$ cat config.mk
export PLATFORM = sky130hd
export DESIGN_NAME = dispense_arbiter
export DESIGN_NICKNAME = d
export VERILOG_FILES = /design/src/rtl/vend_pkg.sv /design/src/rtl/dispense_arbiter_rr_picker.sv /design/src/rtl/dispense_arbiter.sv
export SDC_FILE = /design/constraint.sdc
export NUM_CORES = 1
export LEC_CHECK = 0
export BUFFER_PORTS_ARGS = -buffer_cell sky130_fd_sc_hd__buf_2
export CAP_MARGIN = 20
export CORE_MARGIN = 2
export CORE_UTILIZATION = 54
export CTS_CLUSTER_SIZE = 8
export DETAILED_ROUTE_END_ITERATION = 6
export PLACE_DENSITY = 0.83
export SLEW_MARGIN = 20
export SYNTH_ARGS = -nofsm -noshare
export SYNTH_HDL_FRONTEND = slang
export SYNTH_SLANG_ARGS = --single-unit
$ cat constraint.sdc
create_clock -name clk -period 3.4 [get_ports clk]
set_clock_uncertainty 0.15 [all_clocks]
set_input_delay 0.17 -clock clk [delete_from_list [all_inputs] [get_ports clk]]
set_output_delay 0.17 -clock clk [all_outputs]
set_load 0.005 [all_outputs]
$ cat src/rtl/vend_pkg.sv
`default_nettype none
// --------------------------------------------------------------------------
// vend_pkg: shared types and limits for the vending dispense path. Rev 1.0
// --------------------------------------------------------------------------
package vend_pkg;

   typedef enum logic [1:0] {
      IDLE = 2'd0,
      GO   = 2'd1,
      WAIT = 2'd2,
      DONE = 2'd3
   } arb_state_t;

   localparam int DEFAULT_TIMEOUT = 255;
   localparam int MAX_CH          = 8;

endpackage
`default_nettype wire

$ cat src/rtl/dispense_arbiter_rr_picker.sv
`default_nettype none
// --------------------------------------------------------------------------
// rr_picker: first set request at or after ptr, wrapping modulo N. Rev 1.0
// --------------------------------------------------------------------------
module rr_picker #(
   parameter int N    = 4,
   parameter int SELW = $clog2(N)
) (
   input  logic [N-1:0]    req,
   input  logic [SELW-1:0] ptr,
   output logic [SELW-1:0] win,
   output logic            valid
);

   logic [N-1:0]  w_rot;
   logic [SELW:0] w_off;
   logic [SELW:0] w_sum;

   // Rotate so bit 0 is the channel at ptr; lowest set bit is the winner.
   always_comb begin
      w_rot = N'({req, req} >> ptr);
      valid = |w_rot;
      w_off = '0;
      for (int k = N - 1; k >= 0; k--) begin
         if (w_rot[k]) w_off = (SELW + 1)'(k);
      end
      w_sum = {1'b0, ptr} + w_off;
      if (w_sum >= (SELW + 1)'(N)) w_sum = w_sum - (SELW + 1)'(N);
      win = w_sum[SELW-1:0];
   end

endmodule
`default_nettype wire

$ cat src/rtl/dispense_arbiter.sv
`default_nettype none
// --------------------------------------------------------------------------
// dispense_arbiter: round-robin sharing of one dispense motor, with timeout.
// Rev 1.0
// --------------------------------------------------------------------------
module dispense_arbiter
   import vend_pkg::*;
#(
   parameter int N       = 4,
   parameter int TIMEOUT = DEFAULT_TIMEOUT,
   parameter int SELW    = $clog2(N)
) (
   input  logic            clk,
   input  logic            rst_n,
   input  logic [N-1:0]    req,
   input  logic            motor_ready,
   input  logic            motor_done,
   output logic            motor_go,
   output logic [SELW-1:0] motor_sel,
   output logic [N-1:0]    grant,
   output logic [N-1:0]    ack,
   output logic [N-1:0]    fault,
   output logic            busy
);

   localparam int TW = $clog2(TIMEOUT + 1);

   arb_state_t      r_state, w_state_nx;
   logic [SELW-1:0] r_ptr, w_ptr_nx;
   logic [SELW-1:0] r_idx, w_idx_nx;
   logic            r_ok, w_ok_nx;
   logic            r_mask, w_mask_nx;
   logic [TW-1:0]   r_timer, w_timer_nx;

   logic [N-1:0]    w_oh;
   logic [N-1:0]    w_elig;
   logic [SELW-1:0] w_pick;
   logic            w_pick_valid;

   assign w_oh   = N'(1) << r_idx;
   // The channel just served sits out one IDLE cycle so it can drop req.
   assign w_elig = req & ~(r_mask ? w_oh : '0);

   rr_picker #(
      .N    (N),
      .SELW (SELW)
   ) u_picker (
      .req   (w_elig),
      .ptr   (r_ptr),
      .win   (w_pick),
      .valid (w_pick_valid)
   );

   always_ff @(posedge clk or negedge rst_n) begin
      if (!rst_n) begin
         r_state <= IDLE;
         r_ptr   <= '0;
         r_idx   <= '0;
         r_ok    <= 1'b0;
         r_mask  <= 1'b0;
         r_timer <= '0;
      end else begin
         r_state <= w_state_nx;
         r_ptr   <= w_ptr_nx;
         r_idx   <= w_idx_nx;
         r_ok    <= w_ok_nx;
         r_mask  <= w_mask_nx;
         r_timer <= w_timer_nx;
      end
   end

   always_comb begin
      w_state_nx = r_state;
      w_ptr_nx   = r_ptr;
      w_idx_nx   = r_idx;
      w_ok_nx    = r_ok;
      w_mask_nx  = r_mask;
      w_timer_nx = r_timer;
      case (r_state)
         IDLE: begin
            w_mask_nx = 1'b0;
            if (motor_ready && w_pick_valid) begin
               w_idx_nx   = w_pick;
               w_state_nx = GO;
            end
         end
         GO: begin
            w_timer_nx = '0;
            w_state_nx = WAIT;
         end
         WAIT: begin
            w_timer_nx = r_timer + TW'(1);
            // A done landing on the last timer count still counts as success.
            if (motor_done) begin
               w_ok_nx    = 1'b1;
               w_state_nx = DONE;
            end else if (r_timer == TW'(TIMEOUT - 1)) begin
               w_ok_nx    = 1'b0;
               w_state_nx = DONE;
            end
         end
         DONE: begin
            w_ptr_nx   = (r_idx == SELW'(N - 1)) ? '0 : r_idx + SELW'(1);
            w_mask_nx  = 1'b1;
            w_state_nx = IDLE;
         end
         default: w_state_nx = IDLE;
      endcase
   end

   always_comb begin
      busy      = (r_state != IDLE);
      motor_go  = (r_state == GO);
      motor_sel = busy ? r_idx : '0;
      grant     = busy ? w_oh : '0;
      ack       = (r_state == DONE && r_ok) ? w_oh : '0;
      fault     = (r_state == DONE && !r_ok) ? w_oh : '0;
   end

endmodule
`default_nettype wire

=== Word-level counts from Yosys, hierarchy flattened ===
Cells that the tools add are included.

* Flip-flop bits (word level): 16
* Input bits: 8
* Output and inout port bits: 16
* Logic and storage cells: 54

* Add/sub/neg operators: 4
* Order comparisons: 1
* Equality and inequality tests: 7
* Shift operators: 2
* Mux-type cells: 19
* Bitwise operators: 2
* Reductions and logical operators: 13

{| class="wikitable"
|+ Operator list
! kind !! number
|-
| 2-to-1 mux 2 bit || 10
|-
| 2-to-1 mux 4 bit || 4
|-
| case mux 8 bit (2 select lines) || 1
|-
| adder 8 x 1 -> 8 bit (second input constant) || 1
|-
| equality test 8 bit (second input constant) || 1
|-
| case mux 2 bit (4 select lines) || 1
|-
| nonzero test 2 bit || 4
|-
| >> shifter 8 x 2 -> 4 bit || 1
|-
| equality test 2 bit (second input constant) || 3
|-
| AND reduction 2 bit || 3
|-
| AND 4 bit || 1
|-
| inverter 4 bit || 1
|-
| OR reduction 4 bit || 1
|-
| << shifter 1 x 2 -> 4 bit (first input constant) || 1
|-
| adder 2 x 2 -> 3 bit || 1
|-
| greater-or-equal comparator 3 bit (second input constant) || 1
|-
| logical AND 1 bit || 3
|-
| != test 3 bit (second input constant) || 1
|-
| adder 2 x 1 -> 2 bit (second input constant) || 1
|-
| equality test 2 x 1 -> 1 bit (second input constant) || 1
|-
| zero test 2 bit || 1
|-
| 2-to-1 mux 1 bit || 2
|-
| != test 2 bit (second input constant) || 1
|-
| case mux 1 bit (2 select lines) || 1
|-
| other kinds (2) || 2
|}

=== Logic depth before layout (Yosys ltp) ===
* Depth after elaboration: 12
* Gate-level depth with buffers: 11
* Depth with buffers taken out: 11

=== Modules after synthesis ===
A second synthesis with hierarchy kept.

* Cell total of the unflattened synthesis: 126
* Area total of the unflattened synthesis: 1187.4 µm²

{| class="wikitable"
|+ By module, submodules not included
! module !! instances !! cells each !! area an instance (µm²) !! sequential area each (µm²)
|-
| dispense_arbiter || 1 || 103 || 1007.2 || 400.4
|-
| rr_picker || 1 || 23 || 180.2 || 0.0
|}

=== Least setup slack after synthesis ===
OpenSTA, ideal clock, no wires.

* Kind: register -> register
* Start point: register r_idx[0]
* End point: register r_idx[1]
* Setup time: 124 ps
* Arrival: 2088 ps
* Required time: 3126 ps
* Path slack: 1038 ps
* Stages on the path, launching flop included: 11
* Buffers on the path: 0
* Period minus slack after synthesis: 2362 ps
* Path through: dfrtp_1 -> inv_1 -> ha_1 -> mux2_1 -> a21oi_2 -> nor2_1 -> a2bb2oi_1 -> o22ai_1 -> ha_1 -> mux2i_1 -> a211o_1

* Word-level cells in the longest chain between the ends: 12
* Elaborated cells on any way between the ends: 16
* Those cells by class: add/sub: 2; order compare: 1; shift: 2; mux: 6; bitwise: 2; reduce/logical: 3

{| class="wikitable"
|+ Ends and longest elaborated chain
! element !! line !! RTL
|-
| from (decl) || dispense_arbiter.sv:30 || <nowiki>logic [SELW-1:0] r_idx, w_idx_nx;</nowiki>
|-
| from (signal assigned) || dispense_arbiter.sv:65 || <nowiki>r_idx <= w_idx_nx;</nowiki>
|-
| << shifter 1 x 2 -> 4 bit * || dispense_arbiter.sv:40 || <nowiki>assign w_oh = N'(1) << r_idx;</nowiki>
|-
| 2-to-1 mux 4 bit * || dispense_arbiter.sv:42 || <nowiki>assign w_elig = req & ~(r_mask ? w_oh : '0);</nowiki>
|-
| inverter 4 bit * || dispense_arbiter.sv:42 ||
|-
| AND 4 bit * || dispense_arbiter.sv:42 ||
|-
| >> shifter 8 x 2 -> 4 bit * || dispense_arbiter_rr_picker.sv:21 || <nowiki>w_rot = N'({req, req} >> ptr);</nowiki>
|-
| 2-to-1 mux 2 bit (4 in a row) || dispense_arbiter_rr_picker.sv:25 || <nowiki>if (w_rot[k]) w_off = (SELW + 1)'(k);</nowiki>
|-
| adder 2 x 2 -> 3 bit || dispense_arbiter_rr_picker.sv:27 || <nowiki>w_sum = {1'b0, ptr} + w_off;</nowiki>
|-
| greater-or-equal comparator 3 bit or subtractor 2 x 1 -> 2 bit (tied branches) || dispense_arbiter_rr_picker.sv:28 || <nowiki>if (w_sum >= (SELW + 1)'(N)) w_sum = w_sum - (SELW + 1)'(N);</nowiki>
|-
| 2-to-1 mux 2 bit || dispense_arbiter_rr_picker.sv:28 ||
|}

Every way passes the cells marked *; elsewhere a longest branch is shown, timed or not.
A chain may end at the register's enable or synchronous reset.

=== Final worst setup path ===
Ends and elaborated chain as after synthesis.

==> impl_summary.txt <==
----------------------------------------------------
[Floorplanning]
  Die outline area ... about 0.0026 sq mm
  Horiz. Die Dim ... between 50 and 60 um
  Y dimension of the die ... between 50 and 60 um
  # rows ... 17
  # IOs ... 24
  Core region area ... 0.00217 sq mm
  Initial Util ... between 50% and 60%

[Power and ir drop]
  Maximum resistive drop on vdd ... about 0.6 mV
  Pwr/cell area ... between 800 and 900 mW/mm^2
  P_leak ... ~0.72 nW

[Yosys]
  Net Count, Synth ... 150
  Synthesized-area fraction occupied by ao, oa, aoi and oai cells ... approximately 15%
  Dominant combinational cell family by area after synthesis ... simple AND/OR/NAND/NOR gates
  Share of cell area taken by muxes after synthesis ... between 10% and 20%
  Most frequently used flop master after synthesis ... sky130_fd_sc_hd__dfrtp_1
  Fraction of post-synthesis cell area in the top cell type by area ... approximately 33%
  Synth Area in Simple Gates ... a little over 20%
  Synth Warn # ... 0
  Cell variety after synth ... 34
  Sequential fraction of the synthesis area ... 33.1%
  Cell types with the largest area share after synthesis ... sky130_fd_sc_hd__dfrtp_1 33%, sky130_fd_sc_hd__ha_1 11%, sky130_fd_sc_hd__mux2i_1 5.0%
  Cell taking the most area after synthesis ... sky130_fd_sc_hd__dfrtp_1
  Number of synthesized flops with an enable pin ... 0
  XOR/XNOR Fraction of Synth Area ... 1.45%
  Arithmetic-cell share of the synthesized area counting full adders, half adders and majority gates ... a little under an eighth
  Synthesized flop and latch total ... 16
  Average cell area after synthesis ... roughly 9 sq um
  Top post-synthesis cells by count ... 16 x sky130_fd_sc_hd__dfrtp_1, 14 x sky130_fd_sc_hd__nand2_1, 11 x sky130_fd_sc_hd__ha_1, 9 x sky130_fd_sc_hd__inv_1
  Combined area of all synthesized cells ... about 0.0012 sq mm
  Cells after synthesis ... 131
  Async set-reset flop share out of synthesis ... between 90% and 100%
  Most frequently used cell type in the post-synthesis netlist ... sky130_fd_sc_hd__dfrtp_1

[Routing]
  First-pass iteration count of the detailed router ... 4
  Remaining antenna violation count ... 0
  WL final ... 2.37 mm
  Routed wire per std cell ... roughly 13 um
  Routed via count ... around 1000
  Count of routing violations after the opening detailed-route iteration ... 19
  Post-route DRC violation count ... 0
  Via count normalized by instance count ... 5.53

[Clocking]
  Clk sink count ... 16
  Number of buffers on the longest clock path ... 2
  Worst-path clk slew ... 90 ps
  Cts bufs inserted ... 3
  Cell chosen for the clock root ... sky130_fd_sc_hd__clkbuf_4
  Clock insertion delay at the later pin of the skew report ... roughly 280 ps
  CTS tree ... yes
  H-Tree Depth ... 1
  Count of instances resized after the clock tree is built ... 0

[Global route]
  Sum of overflow across all layers after global routing ... 0
  Total GRT Usage ... about a fifth
  Number of antenna violations at the first check in global routing ... 0
  Number of global-route vias before repair ... between 900 and 1000
  Global-route wire length before repair ... ~4.2 mm
  Maximum number of pins on one net before global-route repair ... 17

[Outcome]
  Result of the run ... finished clean

[Min path]
  Min-delay worst type ... input port to async pin

[Critical path]
  R2r endpoint ... r_idx[1]
  Largest driver fanout on the critical path ... 6
  Critical Path RT ... 3420 ps
  Critical path launch point type ... flop
  Arrival time at the worst endpoint ... ~2600 ps
  Startpoint of the worst-slack reg-to-reg timing path ... r_idx[0]
  Sort of element at the end of the critical path ... flop
  Cells on worst reg2reg path ... 10
  Critical-path top delay cell ... sky130_fd_sc_hd__dfrtp_1
  Delay contributed by the slowest stage of the critical path ... 440 ps
  Critical Path Most Common Cell ... sky130_fd_sc_hd__ha_1
  Critical setup path kind ... flop to flop
  Crit path cell chain ... inv_1, ha_1, mux2_4, a21oi_2, a2bb2oi_1, o22ai_1, ha_1, o21ai_0, mux2i_1, a211o_1
  Register-to-register path setup slack ... between 700 and 800 ps
  Critical path endpoint ... r_idx[1]
  Critical Path Start ... r_idx[0]

[Run]
  Max-cap violations ... 0

[Final layout]
  Combined area of the multi-input logic cells ... ~750 sq um
  Share of layout cells above drive strength 1 ... a little over a quarter
  Number of diodes added for antenna fixing ... 0
  Final design instance area without fill ... around 0.0014 sq mm
  Nets ... approximately 180
  Filler cell count ... between 150 and 200
  Area growth from synthesis to final layout ... 15.1%
  Area occupied by registers ... ~400 sq um

[Timing]
  RSZ-0062 raised after global routing ... no
  Number of setup violations in the final report ... 0
  Accumulated negative setup slack ... 0 ps
  Worst hold margin ... between 150 and 200 ps
  Max Clock Freq ... between 0.3 and 0.4 GHz
  Final clock period utilization by the worst path ... 76.8%
  Final Slew Violations ... 0
  Final hold violation count ... 0
  Worst-Margin Slew ... about 480 ps
  Slew Limit Headroom ... 67.8%
  Final critical delay including setup and external delays ... approximately 2600 ps

[Placement]
  I/O Buffers ... 23
  Post-DP Area ... approximately 0.0013 sq mm
  Estimated wirelength of the detail-placed design ... between 1.5 and 2 mm
  Final weighted congestion in routability-driven placement ... 1.03

----------------------------------------------------
## where the power goes
part           internal (mW)  total [mW]  switching, mW
logic                  0.326       0.685          0.359
clock network         0.0652       0.120         0.0553
registers              0.243       0.321         0.0786
total                  0.634        1.13          0.493
## metrics by stage
step | power (mW) | setup slack (ps) | instances | util [%]
3_5_place_dp | 1.00 | 796 | 178 | 61.6
5_1_grt | 1.24 | 606 | 184 | 64.2
4_1_cts | 1.14 | 779 | 184 | 64.2
3_3_place_gp | 0.981 | 867 | 178 | 61.6
6_report | 1.13 | 790 | 184 | 64.2
2_1_floorplan | 0.843 | 1040 | 131 | -
## cell families (layout without fill, tap and decap cells)
kind of cell / after synthesis / count (layout)
and+or+nand+nor: 50 / 50
DFF: 16 / 16
AOI/OAI and AO/OA: 25 / 25
xor gates and xnor gates: 2 / 2
muxes: 14 / 14
buffers and inverters: 13 / 38
adders and majority gates: 11 / 11
## cell usage in the layout (no fill, tap or decap), types with 2 or more instances in the layout
master                          Yosys  layout
sky130_fd_sc_hd__a21oi_2            5       5
sky130_fd_sc_hd__a22o_1             2       2
sky130_fd_sc_hd__and2_1             5       5
sky130_fd_sc_hd__and3_1             5       5
sky130_fd_sc_hd__buf_2              1      23
sky130_fd_sc_hd__clkbuf_4           0       3
sky130_fd_sc_hd__dfrtp_1           16      16
sky130_fd_sc_hd__dlygate4sd3_1      0       2
sky130_fd_sc_hd__ha_1              11      11
sky130_fd_sc_hd__inv_1              9       9
sky130_fd_sc_hd__mux2_1             2       2
sky130_fd_sc_hd__mux2_2             2       2
sky130_fd_sc_hd__mux2_4             4       4
sky130_fd_sc_hd__mux2i_1            6       6
sky130_fd_sc_hd__nand2_1           14      14
sky130_fd_sc_hd__nand3_1            5       5
sky130_fd_sc_hd__nor2_1             8       8
sky130_fd_sc_hd__nor2b_1            6       6
sky130_fd_sc_hd__nor3_1             4       4
sky130_fd_sc_hd__o21ai_0            8       8
sky130_fd_sc_hd__o22ai_1            2       2
## state kept, by name, summed over array words and instances, names as in the netlist
register	cells
r_idx	2
r_timer	8
r_mask	1
r_ok	1
r_state	2
r_ptr	2
## area by class of cell
class	instances	area share, %
timing repair buffer	25	9.69
multi-input combinational	102	54.0
tap	28	2.51
inverter	9	2.42
sequential	16	28.7
clock buffer	4	2.60
## critical path, delay by kind of cell (launching register included)
kind	cells	cell delay, ps
flip-flops	1	440
AO/OA/AOI/OAI	5	940
adder cells (fa/ha/maj)	2	480
multiplexers	2	380
buffers and inverters	1	110
## timing repair
| action | 4_1_cts | 5_1_grt |
|---|---|---|
| setup buffers | 0 | 0 |
| hold buffers | 2 | 0 |
| hold endpoints to repair | 17 | 0 |
| setup endpoints to repair | 0 | 0 |
## per-layer routing
metal	global-route usage, %	up-vias	share of wire, %
met5	0	-	0
met4	5.70	0	0.59
met3	4.68	2	5.0
met2	39.3	29	49
met1	23.8	481	45
li1	-	505	-
## how the worst min path moves through the flow
stage / startpoint / to / slack [ps] / cells past startpoint
after floorplan: rst_n / r_idx[0] / -280 / 0
after global placement: rst_n / r_timer[0] / -60 / 1
after detailed placement: rst_n / r_timer[0] / -50 / 1
after CTS: rst_n / r_timer[0] / 170 / 2
after global routing: rst_n / r_timer[2] / 190 / 2
final: rst_n / r_timer[0] / 160 / 2
No activity file was read; power rests on OpenSTA's default activity.
